--- src/rtl/seq_comp.sv ---
// rtl/seq_comp.sv - sequential chunk-serial magnitude comparator, MSB chunk first
// Signed compares are reduced to unsigned by flipping both sign bits when the operands are latched.
module seq_comp #(
   parameter int WIDTH      = 32,
   parameter int CHUNK      = 8,
   parameter int EARLY_EXIT = 1
) (
   input  logic             clk,
   input  logic             reset,
   input  logic             start,
   input  logic             is_signed,
   input  logic             zero,
   input  logic [WIDTH-1:0] A,
   input  logic [WIDTH-1:0] B,
   output logic             busy,
   output logic             done,
   output logic [2:0]       Comp_Out
);

   localparam int NCHUNK = WIDTH / CHUNK;
   localparam int KW     = (NCHUNK > 1) ? $clog2(NCHUNK) : 1;
   localparam logic [KW-1:0] K_LAST = KW'(NCHUNK - 1);

   localparam logic [2:0] RES_GT = 3'b100;
   localparam logic [2:0] RES_EQ = 3'b010;
   localparam logic [2:0] RES_LT = 3'b001;

   typedef enum logic {
      IDLE = 1'b0,
      RUN  = 1'b1
   } state_t;

   state_t           state_q, state_d;
   logic [WIDTH-1:0] a_q, a_d;
   logic [WIDTH-1:0] b_q, b_d;
   logic [KW-1:0]    k_q, k_d;
   logic [2:0]       comp_q, comp_d;
   logic             done_q, done_d;
   logic [2:0]       pend_q, pend_d;

   logic [CHUNK-1:0] a_chunk;
   logic [CHUNK-1:0] b_chunk;
   logic [2:0]       chunk_dec;
   logic [2:0]       decision;

   always_ff @(posedge clk) begin
      if (!reset) begin
         state_q <= IDLE;
         a_q     <= '0;
         b_q     <= '0;
         k_q     <= '0;
         comp_q  <= 3'b000;
         done_q  <= 1'b0;
         pend_q  <= 3'b000;
      end else begin
         state_q <= state_d;
         a_q     <= a_d;
         b_q     <= b_d;
         k_q     <= k_d;
         comp_q  <= comp_d;
         done_q  <= done_d;
         pend_q  <= pend_d;
      end
   end

   // Operands shift left each RUN cycle so the chunk under test is always the top CHUNK bits.
   always_comb begin
      state_d = state_q;
      a_d     = a_q;
      b_d     = b_q;
      k_d     = k_q;
      comp_d  = comp_q;
      done_d  = 1'b0;
      pend_d  = pend_q;

      a_chunk = a_q[WIDTH-1 -: CHUNK];
      b_chunk = b_q[WIDTH-1 -: CHUNK];
      if (a_chunk > b_chunk) begin
         chunk_dec = RES_GT;
      end else if (a_chunk < b_chunk) begin
         chunk_dec = RES_LT;
      end else begin
         chunk_dec = 3'b000;
      end
      decision = (pend_q != 3'b000) ? pend_q : chunk_dec;

      case (state_q)
         IDLE: begin
            if (start) begin
               a_d = A;
               b_d = zero ? '0 : B;
               if (is_signed) begin
                  a_d[WIDTH-1] = ~a_d[WIDTH-1];
                  b_d[WIDTH-1] = ~b_d[WIDTH-1];
               end
               comp_d  = 3'b000;
               k_d     = '0;
               pend_d  = 3'b000;
               state_d = RUN;
            end
         end
         RUN: begin
            a_d = a_q << CHUNK;
            b_d = b_q << CHUNK;
            k_d = k_q + 1'b1;
            if ((EARLY_EXIT != 0) && (chunk_dec != 3'b000)) begin
               comp_d  = chunk_dec;
               done_d  = 1'b1;
               k_d     = '0;
               state_d = IDLE;
            end else if (k_q == K_LAST) begin
               comp_d  = (decision != 3'b000) ? decision : RES_EQ;
               done_d  = 1'b1;
               k_d     = '0;
               state_d = IDLE;
            end else begin
               pend_d = decision;
            end
         end
         default: begin
            state_d = IDLE;
            k_d     = '0;
         end
      endcase
   end

   assign busy     = (state_q == RUN);
   assign done     = done_q;
   assign Comp_Out = comp_q;

endmodule

--- config.mk ---
export PLATFORM = sky130hd
export DESIGN_NAME = seq_comp
export DESIGN_NICKNAME = d
export VERILOG_FILES = /design/src/rtl/seq_comp.sv
export SDC_FILE = /design/constraint.sdc
export NUM_CORES = 1
export LEC_CHECK = 0
export BUFFER_PORTS_ARGS = -buffer_cell sky130_fd_sc_hd__buf_4
export CORE_UTILIZATION = 40
export DETAILED_ROUTE_END_ITERATION = 6
export GPL_TIMING_DRIVEN = 1
export PLACE_DENSITY = 0.67
export SLEW_MARGIN = 20
export SYNTH_ARGS = -nofsm -noshare
export SYNTH_HDL_FRONTEND = slang
export SYNTH_SLANG_ARGS = --single-unit
--- constraint.sdc ---
create_clock -name clk -period 2.1 [get_ports clk]
set_input_delay 0.21 -clock clk [delete_from_list [all_inputs] [get_ports clk]]
set_output_delay 0.21 -clock clk [all_outputs]
set_load 0.05 [all_outputs]
==> results of run 1 <==
[final timing paths]
| check | endpoint | startpoint | slack [ns] | depth (start not counted) |
|---|---|---|---|---|
| setup / recovery | Comp_Out[1]$_SDFFE_PN0P_ | b_q[31]$_SDFFE_PN0P_ | 0.13 | 7 |
| hold / removal | a_q[2]$_SDFFE_PN0P_ | A[2] | 0.10 | 3 |
| setup reg to reg | Comp_Out[1]$_SDFFE_PN0P_ | b_q[31]$_SDFFE_PN0P_ | 0.13 | 7 |
| hold reg to reg | b_q[4]$_SDFFE_PN0P_ | b_q[4]$_SDFFE_PN0P_ | 0.47 | 2 |
[power by group]
group          switching [mW]  internal (mW)
Clock                   0.541          0.909
Combinational           0.275          0.283
Sequential             0.0542           1.50
[sequential cells by signal, summed over array words and instances (netlist names)]
signal,count
a_q,32
b_q,32
Comp_Out,3
pend_q,3
k_q,2
busy,1
done,1
[area by class of cell]
type	count	area share
clock buffers	9	0.0280
clock inverters	7	0.0319
inverters	10	0.00848
multi-input cells	256	0.428
flip-flops and latches	74	0.335
well taps	105	0.0297
repair buffers	77	0.139
[stage by stage]
stage	utilization	setup slack, ns	instance area, sq um
2_1_floorplan	-	0.199	3540
3_3_place_gp	0.496	0.236	4160
3_5_place_dp	0.496	0.167	4160
4_1_cts	0.528	0.144	4430
5_1_grt	0.528	0.00593	4430
6_report	0.528	0.127	4430
[worst max-delay path, stage by stage, from the launching register on]
cell      delay (ns)
dfxtp_1         0.34
inv_1           0.05
ha_1            0.31
nand4_1         0.15
or3_4           0.40
a311oi_4        0.40
o21ai_1         0.10
a21boi_1        0.16
[layout by cell type (no fill, tap or decap), types with 2 or more instances in the layout]
cell type,Yosys,routed
nand3_1,18,18
o211a_1,46,46
ha_1,9,9
nand2_1,29,29
xnor2_1,2,2
nor2b_1,6,6
clkbuf_8,0,9
nand3b_1,31,31
a21o_1,2,2
a211oi_1,2,2
buf_4,0,74
and3_1,3,3
nand2b_1,25,25
nand4_1,2,2
a21boi_1,2,2
a21oi_1,13,13
inv_1,9,9
mux2i_1,32,32
buf_12,0,3
bufinv_16,0,4
o211ai_1,8,8
dfxtp_1,74,74
nor2_1,16,16
[metal layers]
metal / vias to the layer above / share of wire / GRT usage
li1: 1444 / - / -
met1: 1275 / 0.50 / 0.245
met2: 54 / 0.45 / 0.265
met3: 11 / 0.033 / 0.0316
met4: 0 / 0.021 / 0.0858
met5: - / 0 / 0
[cells by family after synthesis]
family	share of synthesized area
AO/OA/AOI/OAI	0.199
AND/OR/NAND/NOR	0.209
multiplexers	0.0906
flip-flops	0.419
adder cells (fa/ha/maj)	0.0318
buffers and inverters	0.0449
XOR/XNOR	0.00495
==> results.py, run 1 <==
metrics = {
    "run_status": {
        "status": "completed",
    },
    "die": {
        "core-area_sq_mm": 0.00838,
        "initial_core_util": 0.422,
        "fp.dieH_um": 96.0,
        "row_count": 33,
        "pin_count": 74,
        "dieArea_sq_mm": 0.00922,
        "die_w_um": 96.0,
    },
    "sta": {
        "fin_crit_sh": 0.940,
        "tns_ns": 0,
        "final_hold_viol_count": 0,
        "fin_skew_ns": 0.00729,
        "fmax_mhz": 507,
        "relSlewSlack": 0.631,
        "slew_violations": 0,
        "hold_slack_ns": 0.103,
        "finalSetupViolCount": 0,
        "rsz0062_at_grt": "false",
        "fin_crit_ns": 1.97,
        "worst_pin_slew_ns": 0.551,
    },
    "finish": {
        "final_cells": 538,
        "final_nets": 506,
        "fillers": 790,
        "drive_gt1_frac": 0.224,
        "n_antenna_cell": 0,
        "seqCellArea_sq_mm": 0.00148,
        "synthToLayoutAreaGrowth_pct": 25.2,
        "multi_input_area_sq_mm": 0.00190,
    },
    "clock_network": {
        "cts_tree": "done",
        "clkLatencyLatePin_ns": 0.34,
        "clk_root_buffer_cell": "clkbuf_8",
        "path_clk_slew_ns": 0.08,
        "cts_setup_buffers": 0,
        "cts.sinks": 74,
        "cts.htree.levels": 3,
        "cts_buffer_depth": 2,
        "cts-hold-fix-buffers": 0,
        "cts_buffers": 9,
        "post_cts_resize_count": 0,
    },
    "grt": {
        "grt_start_max_net_pins": 96,
        "grt.total_usage": 0.177,
        "antenna_found_initial": 0,
        "grt-ovfl-total": 0,
        "grt_pass1_vias": 2565,
        "grt_pass1_wl_mm": 12.5,
    },
    "critical_path": {
        "crit_fanout": 5,
        "cp-start-kind": "flip-flop",
        "cp_data_required_time_ns": 2.37,
        "worstSetupPathType": "reg -> reg",
        "worst_ep_arrival_time_ns": 2.24,
        "worst_setup_path_end_kind": "flip-flop",
    },
    "synthesis": {
        "avgSynthCellArea_sq_um": 9.53,
        "ys_seq_area_frac": 0.419,
        "ys_seq_elements": 74,
        "synth_most_common_cell": "dfxtp_1",
        "synth_top_area_frac": 0.419,
        "postSynth.asyncResetShare": 0,
        "synth_edf_count": 0,
        "syn_nets": 449,
        "ys_warn_count": 0,
        "synth_area_leaders": "dfxtp_1 42%, o211a_1 13%, mux2i_1 9.1%",
        "ys_top_cells_by_count": "74 x dfxtp_1, 46 x o211a_1, 32 x mux2i_1",
        "synth_cells": 371,
        "yosys_most_used_dff": "dfxtp_1",
        "synth.distinct_cells": 33,
        "syn_area_sq_mm": 0.00354,
        "yosys.area.top_type": "dfxtp_1",
    },
    "power_and_ir_drop": {
        "vdd_ir_drop_max_mv": 0.365,
        "total_power_mw": 3.56,
        "p_leak_nw": 2.27,
        "p_per_area_mw_per_mm2": 804,
    },
    "min_path": {
        "hp-class": "in -> reg",
    },
    "drt": {
        "drcViolationCount": 0,
        "dr.pass1.iters": 6,
        "wl_per_cell_um": 14.2,
        "route.vias.total": 2784,
        "wirelength_mm": 7.67,
        "ant_nets": 0,
        "routed_via_density": 5.17,
        "drt_iter0_drc": 149,
    },
    "placement": {
        "port_buffers": 73,
        "place_inst": 522,
        "gp_congestion": 0.798,
        "dpl.hpwl_mm": 5.07,
    },
    "flow_run": {
        "drv_cap": 0,
    },
}
No activity file was read; power rests on OpenSTA's default activity.
==> run 2: changes to the inputs <==
--- a/config.mk
+++ b/config.mk
@@ -9,6 +9,7 @@
 export CORE_UTILIZATION = 40
 export DETAILED_ROUTE_END_ITERATION = 6
 export GPL_TIMING_DRIVEN = 1
+export MAX_ROUTING_LAYER = met4
 export PLACE_DENSITY = 0.67
 export SLEW_MARGIN = 20
 export SYNTH_ARGS = -nofsm -noshare
==> results.py, run 2 (same netlist as run 1, synthesis figures left out) <==
metrics = {
    "grt": {
        "grt-ovfl-total": 0,
        "grt_pass1_vias": 2563,
        "antenna_found_initial": 0,
        "grt_start_max_net_pins": 96,
        "grt.total_usage": 0.183,
        "grt_pass1_wl_mm": 12.5,
    },
    "drt": {
        "dr.pass1.iters": 4,
        "wl_per_cell_um": 14.2,
        "drt_iter0_drc": 130,
        "routed_via_density": 5.19,
        "ant_nets": 0,
        "wirelength_mm": 7.65,
        "route.vias.total": 2791,
        "drcViolationCount": 0,
    },
    "placement": {
        "place_inst": 522,
        "port_buffers": 73,
        "gp_congestion": 0.809,
        "dpl.hpwl_mm": 5.07,
    },
    "clock_network": {
        "clk_root_buffer_cell": "clkbuf_8",
        "path_clk_slew_ns": 0.08,
        "cts_tree": "done",
        "cts_buffer_depth": 2,
        "cts.sinks": 74,
        "clkLatencyLatePin_ns": 0.34,
        "cts_buffers": 9,
        "cts.htree.levels": 3,
        "cts-hold-fix-buffers": 0,
        "cts_setup_buffers": 0,
        "post_cts_resize_count": 0,
    },
    "critical_path": {
        "crit_fanout": 5,
        "r2r_slack_ns": 0.13,
        "crit_start": "b_q[31]$_SDFFE_PN0P_",
        "reg2regPathDepth": 7,
        "worst_setup_path_end_kind": "flip-flop",
        "cp-start-kind": "flip-flop",
        "timing.rr.start": "b_q[31]$_SDFFE_PN0P_",
        "cp_data_required_time_ns": 2.37,
        "worstSetupPathType": "reg -> reg",
        "worst_ep_arrival_time_ns": 2.24,
        "r2r-end": "Comp_Out[1]$_SDFFE_PN0P_",
    },
    "sta": {
        "fmax_mhz": 508,
        "tns_ns": 0,
        "fin_crit_sh": 0.937,
        "finalSetupViolCount": 0,
        "rsz0062_at_grt": "false",
        "fin_skew_ns": 0.00603,
        "final_hold_viol_count": 0,
        "relSlewSlack": 0.634,
        "worst_pin_slew_ns": 0.547,
        "fin_crit_ns": 1.97,
        "slew_violations": 0,
    },
    "power_and_ir_drop": {
        "p_leak_nw": 2.27,
        "p_per_area_mw_per_mm2": 804,
        "vdd_ir_drop_max_mv": 0.366,
    },
    "finish": {
        "final_nets": 506,
        "final_cell_mix": "74 x dfxtp_1, 74 x buf_4, 46 x o211a_1",
        "fillers": 790,
        "multi_input_area_sq_mm": 0.00190,
        "reg_top3": "a_q: 32 flops, b_q: 32 flops",
        "drive_gt1_frac": 0.224,
        "n_antenna_cell": 0,
        "seqCellArea_sq_mm": 0.00148,
        "final_cells": 538,
        "synthToLayoutAreaGrowth_pct": 25.2,
    },
    "die": {
        "initial_core_util": 0.422,
        "fp.dieH_um": 96.0,
        "core-area_sq_mm": 0.00838,
        "pin_count": 74,
        "row_count": 33,
        "dieArea_sq_mm": 0.00922,
        "die_w_um": 96.0,
    },
    "min_path": {
        "hold_path_depth": 3,
        "hp-class": "in -> reg",
        "holdPathEnd": "a_q[0]$_SDFFE_PN0P_",
        "hold_start": "A[0]",
    },
    "run_status": {
        "status": "completed",
    },
    "flow_run": {
        "drv_cap": 0,
    },
}
## run 2: layout make-up
class / instances / area share
repair buffers: 77 / 0.139
clock inverters: 7 / 0.0319
clock buffers: 9 / 0.0280
well taps: 105 / 0.0297
inverters: 10 / 0.00848
flip-flops and latches: 74 / 0.335
multi-input cells: 256 / 0.428
## run 2: critical path, cell delays in order (launching register included)
cell	delay, ns
dfxtp_1	0.34
inv_1	0.05
ha_1	0.31
nand4_1	0.15
or3_4	0.40
a311oi_4	0.40
o21ai_1	0.10
a21boi_1	0.15
## run 2: how the worst max path moves through the flow
stage                                     endpoint  slack [ns]
after floorplan           Comp_Out[2]$_SDFFE_PN0P_        0.20
after global placement    Comp_Out[2]$_SDFFE_PN0P_        0.24
after detailed placement  Comp_Out[1]$_SDFFE_PN0P_        0.17
after CTS                 Comp_Out[1]$_SDFFE_PN0P_        0.14
after global routing      Comp_Out[0]$_SDFFE_PN0P_       0.006
final                     Comp_Out[1]$_SDFFE_PN0P_        0.13
## run 2: power breakdown
| part | switching, mW | internal [mW] | total (mW) |
|---|---|---|---|
| registers | 0.0543 | 1.50 | 1.55 |
| logic | 0.274 | 0.283 | 0.557 |
| clock network | 0.539 | 0.909 | 1.45 |
## run 2: through the flow
stage	power [mW]	utilization	setup WS, ns	cell area [sq um]	hold WS [ns]
4_1_cts	3.59	0.528	0.144	4430	0.0866
6_report	3.56	0.528	0.133	4430	0.103
5_1_grt	3.74	0.528	0.00593	4430	0.0933
3_5_place_dp	2.14	0.496	0.167	4160	0.450
3_3_place_gp	2.13	0.496	0.236	4160	0.443
2_1_floorplan	1.95	-	0.199	3540	0.357
## run 2: layer usage
metal	wire length [um]	track usage	vias up
met2	3470	0.266	54
met5	0	-	-
li1	-	-	1441
met4	161	0.0858	0
met1	3760	0.245	1283
met3	248	0.0316	13
==> run 3: changes to the inputs <==
--- a/config.mk
+++ b/config.mk
@@ -6,11 +6,13 @@
 export NUM_CORES = 1
 export LEC_CHECK = 0
 export BUFFER_PORTS_ARGS = -buffer_cell sky130_fd_sc_hd__buf_4
-export CORE_UTILIZATION = 40
+export CELL_PAD_IN_SITES_DETAIL_PLACEMENT = 1
+export CELL_PAD_IN_SITES_GLOBAL_PLACEMENT = 2
+export CORE_UTILIZATION = 33
 export DETAILED_ROUTE_END_ITERATION = 6
 export GPL_TIMING_DRIVEN = 1
 export MAX_ROUTING_LAYER = met4
-export PLACE_DENSITY = 0.67
+export PLACE_DENSITY = 0.85
 export SLEW_MARGIN = 20
 export SYNTH_ARGS = -nofsm -noshare
 export SYNTH_HDL_FRONTEND = slang
==> results.py, run 3 (same netlist as run 1, synthesis figures left out) <==
metrics = {
    "sta": {
        "tns_ns": 0,
        "slew_violations": 0,
        "relSlewSlack": 0.540,
        "worst_pin_slew_ns": 0.689,
        "final_hold_viol_count": 0,
        "finalSetupViolCount": 0,
        "fin_crit_sh": 0.911,
        "fmax_mhz": 523,
        "fin_skew_ns": 0.0105,
        "fin_crit_ns": 1.91,
        "rsz0062_at_grt": "false",
    },
    "flow_run": {
        "drv_cap": 0,
    },
    "clock_network": {
        "cts_buffers": 9,
        "clk_root_buffer_cell": "clkbuf_8",
        "clkLatencyLatePin_ns": 0.35,
        "cts_tree": "done",
        "cts.sinks": 74,
        "cts_setup_buffers": 0,
        "path_clk_slew_ns": 0.08,
        "cts_buffer_depth": 2,
        "cts.htree.levels": 3,
    },
    "finish": {
        "synthToLayoutAreaGrowth_pct": 24.8,
        "drive_gt1_frac": 0.224,
        "final_common_cell": "buf_4",
        "multi_input_area_sq_mm": 0.00190,
        "fin_area_sq_mm": 0.00441,
        "final_cell_mix": "76 x buf_4, 74 x dfxtp_1, 46 x o211a_1",
        "n_antenna_cell": 0,
        "fillers": 1225,
        "reg_top3": "a_q: 32 flops, b_q: 32 flops",
        "seqCellArea_sq_mm": 0.00148,
        "final_nets": 507,
    },
    "power_and_ir_drop": {
        "p_int_mw": 2.45,
        "p_leak_nw": 2.25,
        "clkPwrFrac": 0.364,
        "seq_power_share": 0.465,
        "switching_share": 0.265,
        "p_per_area_mw_per_mm2": 757,
        "p_switching_uw": 887,
        "vdd_ir_drop_max_mv": 0.319,
        "combPwrFrac": 0.171,
    },
    "critical_path": {
        "timing.rr.start": "b_q[31]$_SDFFE_PN0P_",
        "reg2regPathDepth": 7,
        "cp_num_cells": 7,
        "crit_start": "b_q[31]$_SDFFE_PN0P_",
        "cp-start-kind": "flip-flop",
        "endpoint": "Comp_Out[0]$_SDFFE_PN0P_",
        "worst_setup_path_end_kind": "flip-flop",
        "slowest_stage": "or3_4",
        "cp_top_family": "simple AND/OR/NAND/NOR gates",
        "worstSetupPathType": "reg -> reg",
        "crit_buf_inv": 1,
        "crit_fanout": 5,
        "r2r_slack_ns": 0.19,
        "cp_data_required_time_ns": 2.37,
        "path_cells": "inv_1 > ha_1 > nand4_1 > or3_4 > a311oi_4 > nor2_2 > o22ai_1",
        "r2r-end": "Comp_Out[0]$_SDFFE_PN0P_",
        "worst_ep_arrival_time_ns": 2.19,
        "cpPeakStageDelay_ns": 0.40,
    },
    "die": {
        "pin_count": 74,
        "die_w_um": 106,
        "fp.dieH_um": 106,
        "row_count": 37,
        "dieArea_sq_mm": 0.0111,
        "initial_core_util": 0.341,
        "core-area_sq_mm": 0.0104,
    },
    "grt": {
        "grt-ovfl-total": 0,
        "grt_start_max_net_pins": 96,
        "grt_pass1_vias": 2911,
        "grt.total_usage": 0.170,
        "antenna_found_initial": 0,
        "grt_pass1_wl_mm": 14.3,
    },
    "placement": {
        "port_buffers": 73,
        "dpl.hpwl_mm": 6.07,
        "gp_congestion": 0.792,
        "dpl_cell_area_sq_mm": 0.00420,
    },
    "drt": {
        "wl_per_cell_um": 15.5,
        "drcViolationCount": 0,
        "dr.pass1.iters": 5,
        "route.vias.total": 2874,
        "drt_iter0_drc": 150,
        "ant_nets": 0,
        "wirelength_mm": 8.82,
        "routed_via_density": 5.04,
    },
    "min_path": {
        "hold_start": "A[6]",
        "hp-class": "in -> reg",
    },
    "run_status": {
        "status": "completed",
    },
}
-- run 3: changes by cell type in the layout (fill, tap and decap cells not counted) --
| cell | delta |
|---|---|
| buf_4 | +2 |
| clkinvlp_4 | -1 |
| clkbuf_1 | +1 |
| buf_12 | -1 |
| clkinv_4 | +2 |
| bufinv_16 | -2 |
-- run 3: through the flow --
stage	std cells	hold slack [ns]	utilization	power [mW]	worst slack (ns)
after floorplan	371	0.357	-	1.95	0.199
after global placement	554	0.442	0.405	2.14	0.238
after detailed placement	554	0.449	0.405	2.16	0.124
after CTS	570	0.0839	0.426	3.39	0.106
after global routing	570	0.0836	0.426	3.53	0.0414
final	570	0.0942	0.426	3.34	0.187
-- run 3: layout make-up --
cell class | count | area share
Clock buffer | 10 | 0.0289
Clock inverter | 6 | 0.0207
Inverter | 10 | 0.00850
Multi-Input combinational cell | 256 | 0.429
Sequential cell | 74 | 0.336
Tap cell | 136 | 0.0385
Timing Repair Buffer | 78 | 0.138
-- run 3: layer usage --
layer / vias to the layer above / track usage / share of wire
li1: 1449 / - / -
met1: 1353 / 0.210 / 0.47
met2: 59 / 0.276 / 0.48
met3: 13 / 0.0291 / 0.036
met4: 0 / 0.0694 / 0.021
met5: - / - / 0
-- run 3: repair_timing --
item / 4_1_cts / 5_1_grt
endpoints found under the setup margin: 0 / 1
endpoints found under the hold margin: 0 / 0
hold buffers: 0 / 0
resized for setup: 0 / 0
-- run 3: worst min-delay path: cells and delay by family --
| kind | cells | cell delay [ns] |
|---|---|---|
| AND/OR/NAND/NOR | 1 | 0.07 |
| buffers and inverters | 1 | 0.07 |
| multiplexers | 1 | 0.05 |
-- run 3: power groups by stage --
| stage | Sequential (mW) | Combinational [mW] | Clock [mW] |
|---|---|---|---|
| after global routing | 1.57 | 0.633 | 1.33 |
| after global placement | 1.58 | 0.554 | 0 |
| after detailed placement | 1.59 | 0.574 | 0 |
| after floorplan | 1.58 | 0.364 | 0 |
| final | 1.55 | 0.570 | 1.22 |
| after CTS | 1.56 | 0.576 | 1.25 |
-- run 3: worst min-delay path by stage --
stage | end | cells after the start
after floorplan | a_q[0]$_SDFFE_PN0P_ | 2
after global placement | a_q[6]$_SDFFE_PN0P_ | 3
after detailed placement | Comp_Out[2]$_SDFFE_PN0P_ | 2
after CTS | a_q[4]$_SDFFE_PN0P_ | 3
after global routing | a_q[5]$_SDFFE_PN0P_ | 3
final | a_q[6]$_SDFFE_PN0P_ | 3
